===== config.mk =====
export PLATFORM = sky130hd
export DESIGN_NAME = pbch_re_index_gen_flat
export DESIGN_NICKNAME = d
export VERILOG_FILES = /design/src/rtl/pbch_re_index_gen_if.sv /design/src/rtl/pbch_re_index_gen.sv /design/src/flat_wrapper.sv
export SDC_FILE = /design/constraint.sdc
export NUM_CORES = 1
export LEC_CHECK = 0
export CAP_MARGIN = 20
export CORE_ASPECT_RATIO = 1.25
export CORE_MARGIN = 8
export CORE_UTILIZATION = 55
export CTS_BUF_LIST = sky130_fd_sc_hd__clkbuf_8
export DETAILED_ROUTE_END_ITERATION = 12
export PLACE_DENSITY_LB_ADDON = 0.3
export SLEW_MARGIN = 20
export SYNTH_ARGS = -nofsm -noshare
export SYNTH_HDL_FRONTEND = slang
export SYNTH_SLANG_ARGS = --single-unit

===== constraint.sdc =====
create_clock -name clk -period 10.36 [get_ports clk]
set_clock_uncertainty 0.05 [all_clocks]
set_input_delay 1.554 -clock clk [delete_from_list [all_inputs] [get_ports clk]]
set_output_delay 1.554 -clock clk [all_outputs]
set_load 0.01 [all_outputs]

===== src/rtl/pbch_re_index_gen_if.sv =====
// Request/response bundle for the PBCH RE index generator.
// The master side requests a sequence and accepts indices; the slave side is the generator.
interface pbch_re_index_gen_if #(
  parameter int IDX_W = 10
);
  logic             start;
  logic             abort;
  logic [9:0]       ncellid;
  logic             mode;
  logic             out_ready;
  logic             out_valid;
  logic [IDX_W-1:0] fft_addr;
  logic [IDX_W-1:0] ch_addr;
  logic [1:0]       out_sym;
  logic [7:0]       out_k;
  logic [8:0]       out_seq;
  logic             out_last;
  logic             busy;
  logic             done;

  modport master (
    output start, abort, ncellid, mode, out_ready,
    input  out_valid, fft_addr, ch_addr, out_sym, out_k, out_seq, out_last, busy, done
  );

  modport slave (
    input  start, abort, ncellid, mode, out_ready,
    output out_valid, fft_addr, ch_addr, out_sym, out_k, out_seq, out_last, busy, done
  );
endinterface


===== src/rtl/pbch_re_index_gen.sv =====
// Walks the PBCH data or DMRS resource elements of one SSB and emits buffer addresses.
// First index one cycle after start, one index per accepted cycle; outputs hold while out_ready is low.
module pbch_re_index_gen #(
  parameter int IDX_W      = 10,
  parameter int SYM_STRIDE = 256,
  parameter int K_OFFSET   = 8,
  parameter int CH_OFFSET  = 576
) (
  input logic                clk,
  input logic                rst,
  pbch_re_index_gen_if.slave bus
);

  typedef enum logic {IDLE, RUN} state_t;

  state_t           state_q, state_d;
  logic [1:0]       v_q, v_d;
  logic             mode_q, mode_d;
  logic [1:0]       sym_q, sym_d;
  logic [7:0]       k_q, k_d;
  logic [8:0]       seq_q, seq_d;
  logic             vld_q, vld_d;
  logic             last_q, last_d;
  logic             done_q, done_d;
  logic [IDX_W-1:0] fft_q, fft_d;
  logic [IDX_W-1:0] ch_q, ch_d;

  logic [7:0] fk, nk, el_k;
  logic [8:0] cand, el_seq;
  logic [1:0] ns, el_sym;
  logic       el_load, el_clear;

  // Only ncellid mod 4 matters for the DMRS comb position.
  logic unused_ncellid_hi;
  assign unused_ncellid_hi = ^bus.ncellid[9:2];

  function automatic logic [7:0] first_k(input logic [1:0] v, input logic md);
    if (md) return {6'd0, v};
    return (v == 2'd0) ? 8'd1 : 8'd0;
  endfunction

  // Successor of the current element: DMRS steps by 4, data skips the one DMRS slot per group of 4.
  always_comb begin
    fk   = first_k(v_q, mode_q);
    cand = {1'b0, k_q} + (mode_q ? 9'd4 : 9'd1);
    if (!mode_q && cand[1:0] == v_q) cand = cand + 9'd1;
    nk = cand[7:0];
    ns = sym_q;
    if (cand >= 9'd240) begin
      nk = fk;
      ns = sym_q + 2'd1;
    end else if (sym_q == 2'd1 && cand >= 9'd48 && cand < 9'd192) begin
      nk = 8'd192 + fk;
    end
  end

  always_comb begin
    state_d  = state_q;
    v_d      = v_q;
    mode_d   = mode_q;
    sym_d    = sym_q;
    k_d      = k_q;
    seq_d    = seq_q;
    vld_d    = vld_q;
    last_d   = last_q;
    fft_d    = fft_q;
    ch_d     = ch_q;
    done_d   = 1'b0;
    el_load  = 1'b0;
    el_clear = 1'b0;
    el_k     = nk;
    el_sym   = ns;
    el_seq   = seq_q + 9'd1;

    case (state_q)
      IDLE: begin
        if (bus.start) begin
          v_d     = bus.ncellid[1:0];
          mode_d  = bus.mode;
          state_d = RUN;
          el_load = 1'b1;
          el_k    = first_k(bus.ncellid[1:0], bus.mode);
          el_sym  = 2'd0;
          el_seq  = 9'd0;
        end
      end
      RUN: begin
        if (bus.out_ready) begin
          if (last_q) begin
            state_d  = IDLE;
            el_clear = 1'b1;
            done_d   = 1'b1;
          end else begin
            el_load = 1'b1;
          end
        end
      end
      default: state_d = IDLE;
    endcase

    // Abort wins over start and acceptance, and suppresses done.
    if (bus.abort) begin
      state_d  = IDLE;
      el_load  = 1'b0;
      el_clear = 1'b1;
      done_d   = 1'b0;
    end

    if (el_load) begin
      vld_d  = 1'b1;
      k_d    = el_k;
      sym_d  = el_sym;
      seq_d  = el_seq;
      last_d = (el_seq == (mode_d ? 9'd143 : 9'd431));
      fft_d  = IDX_W'(K_OFFSET + 32'(el_k) + 32'(el_sym) * SYM_STRIDE);
      ch_d   = IDX_W'(CH_OFFSET + 32'(el_k));
    end else if (el_clear) begin
      vld_d  = 1'b0;
      k_d    = '0;
      sym_d  = '0;
      seq_d  = '0;
      last_d = 1'b0;
      fft_d  = '0;
      ch_d   = '0;
    end
  end

  always_ff @(posedge clk or negedge rst) begin
    if (!rst) begin
      state_q <= IDLE;
      v_q     <= '0;
      mode_q  <= 1'b0;
      sym_q   <= '0;
      k_q     <= '0;
      seq_q   <= '0;
      vld_q   <= 1'b0;
      last_q  <= 1'b0;
      done_q  <= 1'b0;
      fft_q   <= '0;
      ch_q    <= '0;
    end else begin
      state_q <= state_d;
      v_q     <= v_d;
      mode_q  <= mode_d;
      sym_q   <= sym_d;
      k_q     <= k_d;
      seq_q   <= seq_d;
      vld_q   <= vld_d;
      last_q  <= last_d;
      done_q  <= done_d;
      fft_q   <= fft_d;
      ch_q    <= ch_d;
    end
  end

  assign bus.out_valid = vld_q;
  assign bus.fft_addr  = fft_q;
  assign bus.ch_addr   = ch_q;
  assign bus.out_sym   = sym_q;
  assign bus.out_k     = k_q;
  assign bus.out_seq   = seq_q;
  assign bus.out_last  = last_q;
  assign bus.busy      = (state_q == RUN);
  assign bus.done      = done_q;

endmodule


===== src/flat_wrapper.sv =====
// flat-port wrapper written by rule: the top's interface ports become plain ports
module pbch_re_index_gen_flat 
#(
  parameter int IDX_W      = 10,
  parameter int SYM_STRIDE = 256,
  parameter int K_OFFSET   = 8,
  parameter int CH_OFFSET  = 576
)
  (clk, rst, bus_start, bus_abort, bus_ncellid, bus_mode, bus_out_ready, bus_out_valid, bus_fft_addr, bus_ch_addr, bus_out_sym, bus_out_k, bus_out_seq, bus_out_last, bus_busy, bus_done);
  pbch_re_index_gen_if #(.IDX_W(IDX_W)) bus_i ();
  input logic clk;
  input logic rst;
  input wire logic [$bits(bus_i.start)-1:0] bus_start;
  input wire logic [$bits(bus_i.abort)-1:0] bus_abort;
  input wire logic [$bits(bus_i.ncellid)-1:0] bus_ncellid;
  input wire logic [$bits(bus_i.mode)-1:0] bus_mode;
  input wire logic [$bits(bus_i.out_ready)-1:0] bus_out_ready;
  output wire logic [$bits(bus_i.out_valid)-1:0] bus_out_valid;
  output wire logic [$bits(bus_i.fft_addr)-1:0] bus_fft_addr;
  output wire logic [$bits(bus_i.ch_addr)-1:0] bus_ch_addr;
  output wire logic [$bits(bus_i.out_sym)-1:0] bus_out_sym;
  output wire logic [$bits(bus_i.out_k)-1:0] bus_out_k;
  output wire logic [$bits(bus_i.out_seq)-1:0] bus_out_seq;
  output wire logic [$bits(bus_i.out_last)-1:0] bus_out_last;
  output wire logic [$bits(bus_i.busy)-1:0] bus_busy;
  output wire logic [$bits(bus_i.done)-1:0] bus_done;
  assign bus_i.start = bus_start;
  assign bus_i.abort = bus_abort;
  assign bus_i.ncellid = bus_ncellid;
  assign bus_i.mode = bus_mode;
  assign bus_i.out_ready = bus_out_ready;
  assign bus_out_valid = bus_i.out_valid;
  assign bus_fft_addr = bus_i.fft_addr;
  assign bus_ch_addr = bus_i.ch_addr;
  assign bus_out_sym = bus_i.out_sym;
  assign bus_out_k = bus_i.out_k;
  assign bus_out_seq = bus_i.out_seq;
  assign bus_out_last = bus_i.out_last;
  assign bus_busy = bus_i.busy;
  assign bus_done = bus_i.done;
  pbch_re_index_gen #(.IDX_W(IDX_W), .SYM_STRIDE(SYM_STRIDE), .K_OFFSET(K_OFFSET), .CH_OFFSET(CH_OFFSET)) u_core (.clk(clk), .rst(rst), .bus(bus_i));
endmodule

== Word-level counts from Yosys, hierarchy flattened ==
Cells that the tools add are included.
Word-level totals
  register bits after elaboration: 46
  bits of input ports: 16
  output and inout bits: 43
  word-level logic and storage cells: 83
Cells by class
  add/subtract/negate cells: 8
  magnitude comparators: 3
  eq/ne operators: 3
  multiplexer cells: 49
  bitwise operators: 1
  reductions and logical operators: 8
Operator list (count)
  $mux W8: 10
  $mux W9: 6
  $mux W10: 3
  $mux W1: 22
  $add A9 B1 Y9 const B: 2
  $add A10 B10 Y10: 1
  $add A10 B8 Y10 const A: 1
  $mux W2: 5
  $add A4 B8 Y9 const A: 1
  $add A8 B9 Y9: 1
  $eq A9 B9 Y1: 1
  $ge A9 B6 Y1 const B: 1
  $ge A9 B8 Y1 const B: 1
  $lt A9 B8 Y1 const B: 1
  $add A8 B8 Y8 const A: 1
  $logic_not A2 Y1: 2
  $pmux W1 S2: 2
  $logic_and A1 B1 Y1: 3
  $mux W3: 1
  $add A2 B1 Y2 const B: 1
  $eq A2 B1 Y1 const B: 1
  $eq A2 B2 Y1: 1
  $reduce_and A2 Y1: 1
  $reduce_bool A2 Y1: 1
  other kinds (2): 2

== Logic depth before layout (Yosys ltp) ==
  depth after elaboration: 15
  mapped depth: 18
  gate-level depth less buffers: 18

== Worst setup path before layout ==
No wires, ideal clock.
  kind: register -> register
  from: reg u_core.mode_q
  to: reg u_core.fft_q[7], in the netlist u_core.bus.fft_addr[7]
  setup time: 0.066 ns
  arrival: 3.554 ns
  required time: 10.244 ns
  setup slack: 6.690 ns
  cell stages (with the launch flop): 15
  buffers on the path: 0
  period minus slack after synthesis: 3.670 ns
  cells stage by stage: dfrtp_1 -> inv_1 -> ha_1 -> ha_1 -> ha_1 -> nand2b_1 -> nor4_4 -> o2111ai_2 -> xnor2_2 -> xnor3_1 -> a22o_2 -> and3_1 -> ha_1 -> a311o_1 -> nand2_1
On the way
  cells in the longest elaborated chain, start to end: 15
  elaborated cells between the ends (all ways): 22
  classes of those cells: 5 x add/sub; 3 x order compare; 1 x eq/ne; 9 x mux; 4 x reduce/logical
Ends and longest elaborated chain
  start: declaration: RTL line pbch_re_index_gen.sv:18  | logic mode_q, mode_d;
  start signal: assignment: RTL line pbch_re_index_gen.sv:144  | mode_q <= mode_d;
  parallel branches: the longest is 9 deep, another holds $add A8 B9 Y9
  $mux W8 (*): RTL line pbch_re_index_gen.sv:49  | if (cand >= 9'd240) begin
  $mux W8: RTL line pbch_re_index_gen.sv:77  | if (bus.start) begin
  $mux W8 (*): RTL line pbch_re_index_gen.sv:75  | case (state_q)
  $add A4 B8 Y9 (*): RTL line pbch_re_index_gen.sv:115  | fft_d = IDX_W'(K_OFFSET + 32'(el_k) + 32'(el_sym) * SYM_STRIDE);
  $add A10 B10 Y10 (*): RTL line pbch_re_index_gen.sv:115
  $mux W10 (*): RTL line pbch_re_index_gen.sv:109  | if (el_load) begin
  end signal: assignment: RTL line pbch_re_index_gen.sv:151  | fft_q <= fft_d;
  end: declaration: RTL line pbch_re_index_gen.sv:25  | logic [IDX_W-1:0] fft_q, fft_d;
Mark *: on every way between the ends.
A chain may end at the register's enable or synchronous reset.

== Final worst setup path ==
  from: reg u_core.mode_q
  to: reg u_core.fft_q[8], in the netlist u_core.bus.fft_addr[8]
On the way
  cells in the longest elaborated chain, start to end: 15
  elaborated cells between the ends (all ways): 25
  classes of those cells: 5 x add/sub; 3 x order compare; 1 x eq/ne; 12 x mux; 4 x reduce/logical
Ends and longest elaborated chain (RTL line)
  parallel branches: the longest is 13 deep, another holds $add A8 B9 Y9
  $add A10 B10 Y10 (*): pbch_re_index_gen.sv:115
  $mux W10 (*): pbch_re_index_gen.sv:109
Marked as above.

==> results.yml <==
sta:
  slew_violations: 0
  setup_tns_ns: 0
  setup-violations-final: 0
  fin_ws_ns: 6.232
  tightest_slew_ns: 0.9917
  hold_viol: 0
  fin_crit_ns: 4.128
  finalCritPeriodShare_pct: 39.84
  max_slew_margin_pct: 33.88
  fmax_ghz: 0.2423
  grt_setup_unrepaired: "false"
routing:
  drc: 0
  totalWireLength_um: 5883
  vias: 2122
  vias_per_cell: 5.830
  ant_nets: 0
  dr.pass1.iters: 4
  wl_per_cell_um: 16.16
  first_iter_violations: 92
clock_network:
  root_buffer: "clkbuf_8"
  cts_made_buffers: 5
  clk_pin_slew_ns: 0.07
  cts_hold_buf: 0
  cts_htree_levels: 2
  clk_latency_ns: 0.29
  postCtsSetupRepairBufs: 0
  cts_sinks: 36
  cts_tree: "built"
  cts_max_path_buffers: 2
  ctsResizeCount: 0
logic_synthesis:
  avgSynthCellArea_um2: 9.078
  yosysTopAreaCellShare_pct: 37.31
  synth_most_common_cell: "dfrtp_1"
  synth_flop_cell: "dfrtp_1"
  ys_types: 53
  synthCells: 266
  synth_edf_count: 0
  synthesis.area_mm2: 0.002415
  ys_seq_area_share_pct: 37.31
  yosys.area_share.simple_pct: 19.69
  synthMuxAreaShare_pct: 0.8808
  synthArstFlopShare_pct: 100.0
  synth-seq-cells: 36
  synth_top_family_by_area: "compound AO/OA/AOI/OAI gates"
  synth_nets: 291
  synth_xor_area_share_pct: 8.808
  synthAdderAreaFrac_pct: 4.663
  ys_top_cells_by_area: "dfrtp_1 37%, nand2_1 5.1%, o21ai_0 4.8%"
  synth-compound-area-share_pct: 22.85
  ys_warn_count: 0
  ys_top_cells_by_count: "36 x dfrtp_1, 33 x nand2_1, 23 x o21ai_0"
  synth_top_area_cell: "dfrtp_1"
min_path:
  hold_start: "u_core.bus.ch_addr[6]"
  worstHoldEndpoint: "u_core.bus.ch_addr[6]"
  min_path_cells: 2
  min_path_type: "flip-flop to flip-flop"
place:
  place_ws_ns: 5.980
  place_inst: 357
  routabilityCongestion: 0.8921
  port_buffers: 50
  dp_hpwl_um: 4403
floorplanning:
  dieWidth_um: 75.27
  dieHeight_um: 90.09
  io_pins: 59
  rows: 27
  die-area_mm2: 0.006780
  coreArea_mm2: 0.004324
  start_util_pct: 55.84
critical_path:
  path_class: "flip-flop to flip-flop"
  rrSetupSlack_ns: 6.23
  reg2reg_from: "u_core.mode_q"
  cp-end-kind: "flip-flop"
  r2r_end: "u_core.bus.fft_addr[8]"
  path_max_fanout: 8
  cp-start-kind: "flip-flop"
  reg2regPathDepth: 16
  cp.required_ns: 10.49
  cp.arrival_ns: 4.25
power:
  p_comb_share_pct: 26.6
  ir_drop_v: 0.00006596
  power_frac_seq_pct: 46.0
  power_frac_clock_pct: 27.4
  power_density_mw_per_mm2: 113.6
  power_leakage_uw: 0.001191
  p_total_uw: 338.6
  switching_share_pct: 32.24
  p_int_uw: 229.4
  switchingPower_uw: 109.1
global_routing:
  antenna_found_initial: 0
  grt_max_degree: 37
  gr-total-overflow: 0
  first_global_vias: 2030
  grt_pass1_wl_um: 9873
  grt_usage_pct: 18.42
final_layout:
  area_delta_synth_final_pct: 23.37
  instances_no_fill: 364
  drive_gt1_share_pct: 8.170
  final_nets: 331
  fin_util_pct: 68.89
  diodes: 0
status:
  outcome: "finished, final reports clean"
run:
  maxCapViolCount: 0
## power groups by stage
stage	logic [uW]	registers [uW]	clock network, uW
floorplan	58.6	157	0
global placement	86.5	158	0
detailed placement	89.5	158	0
CTS	90.2	156	93.7
global route	98.5	157	100
finish	89.9	156	92.9
## area by class of cell
| type | count | area [um^2] |
|---|---|---|
| fillers | 369 | 1345 |
| clock buffers | 5 | 68.82 |
| multi-input cells | 203 | 1379 |
| flip-flops and latches | 36 | 900.9 |
| repair buffers | 53 | 523.0 |
| clock inverters | 2 | 8.758 |
| well taps | 58 | 72.57 |
| inverters | 7 | 26.28 |
## stage by stage
step	hold WS, ns	area [um^2]
6_report	0.4433	2979
5_1_grt	0.4643	2979
4_1_cts	0.4406	2979
3_5_place_dp	0.4267	2902
3_3_place_gp	0.4208	2902
2_1_floorplan	0.4662	2415
## logic make-up (layout without fill, tap and decap cells)
logic type / count (synthesis) / count (layout)
flip-flops: 36 / 36
multiplexers: 2 / 2
adder cells (fa/ha/maj): 9 / 9
buffers and inverters: 27 / 67
XOR/XNOR: 21 / 21
AO/OA/AOI/OAI: 78 / 78
AND/OR/NAND/NOR: 93 / 93
## layout by cell type, fill, tap and decap left out, types with 3 or more instances in the layout
cell type and count:
and3_1 4, a21oi_1 13, nor2_1 19, o21ai_0 23
ha_1 9, nand3_1 6, nand2_1 33, a22o_1 11
inv_1 8, a32oi_1 3, a31oi_1 3, clkdlybuf4s50_1 50
buf_4 3, nor3_1 8, dfrtp_1 36, or3_1 3
o21ai_1 4, xnor2_1 10, o31ai_1 4, xor2_1 8
nor4_1 3, clkbuf_8 5
## layer usage
layer  GRT usage [%]  routed length (um)  up-vias
met5               0                   0        -
met4           7.395                 110        0
met3           3.889                 294        8
met2           30.06                2956       52
met1           22.46                2522     1027
li1                -                   -     1035
## critical path: stages, from the launching register on
cell and delay, ns:
dfrtp_1 0.49, inv_1 0.13, ha_1 0.24, ha_1 0.40
nand3b_1 0.11, nor3_1 0.33, o211ai_1 0.27, or3_1 0.39
and2_4 0.19, a31oi_1 0.28, o21ai_0 0.23, nor2_1 0.15
ha_1 0.15, inv_1 0.05, nor2_1 0.10, ha_1 0.24
a22o_1 0.20
## sequential cells by signal, summed over array words and instances (netlist names)
name,flops
u_core.bus.out_seq,9
u_core.bus.out_k,8
u_core.bus.fft_addr,7
u_core.bus.ch_addr,3
u_core.bus.out_sym,2
u_core.v_q,2
u_core.bus.busy,1
u_core.bus.done,1
u_core.bus.out_last,1
u_core.bus.out_valid,1
u_core.mode_q,1
## worst max-delay path by stage
stage	startpoint	to	slack, ns	cells after the start
2_1_floorplan	u_core.mode_q	u_core.bus.fft_addr[7]	6.69	14
3_3_place_gp	bus_start	u_core.bus.out_last	6.02	7
3_5_place_dp	bus_start	u_core.bus.out_last	5.98	7
4_1_cts	u_core.mode_q	u_core.bus.fft_addr[8]	6.22	16
5_1_grt	u_core.mode_q	u_core.bus.fft_addr[8]	5.79	16
6_report	u_core.mode_q	u_core.bus.fft_addr[8]	6.23	16
Note: power is estimated with default switching activity, not from simulation.
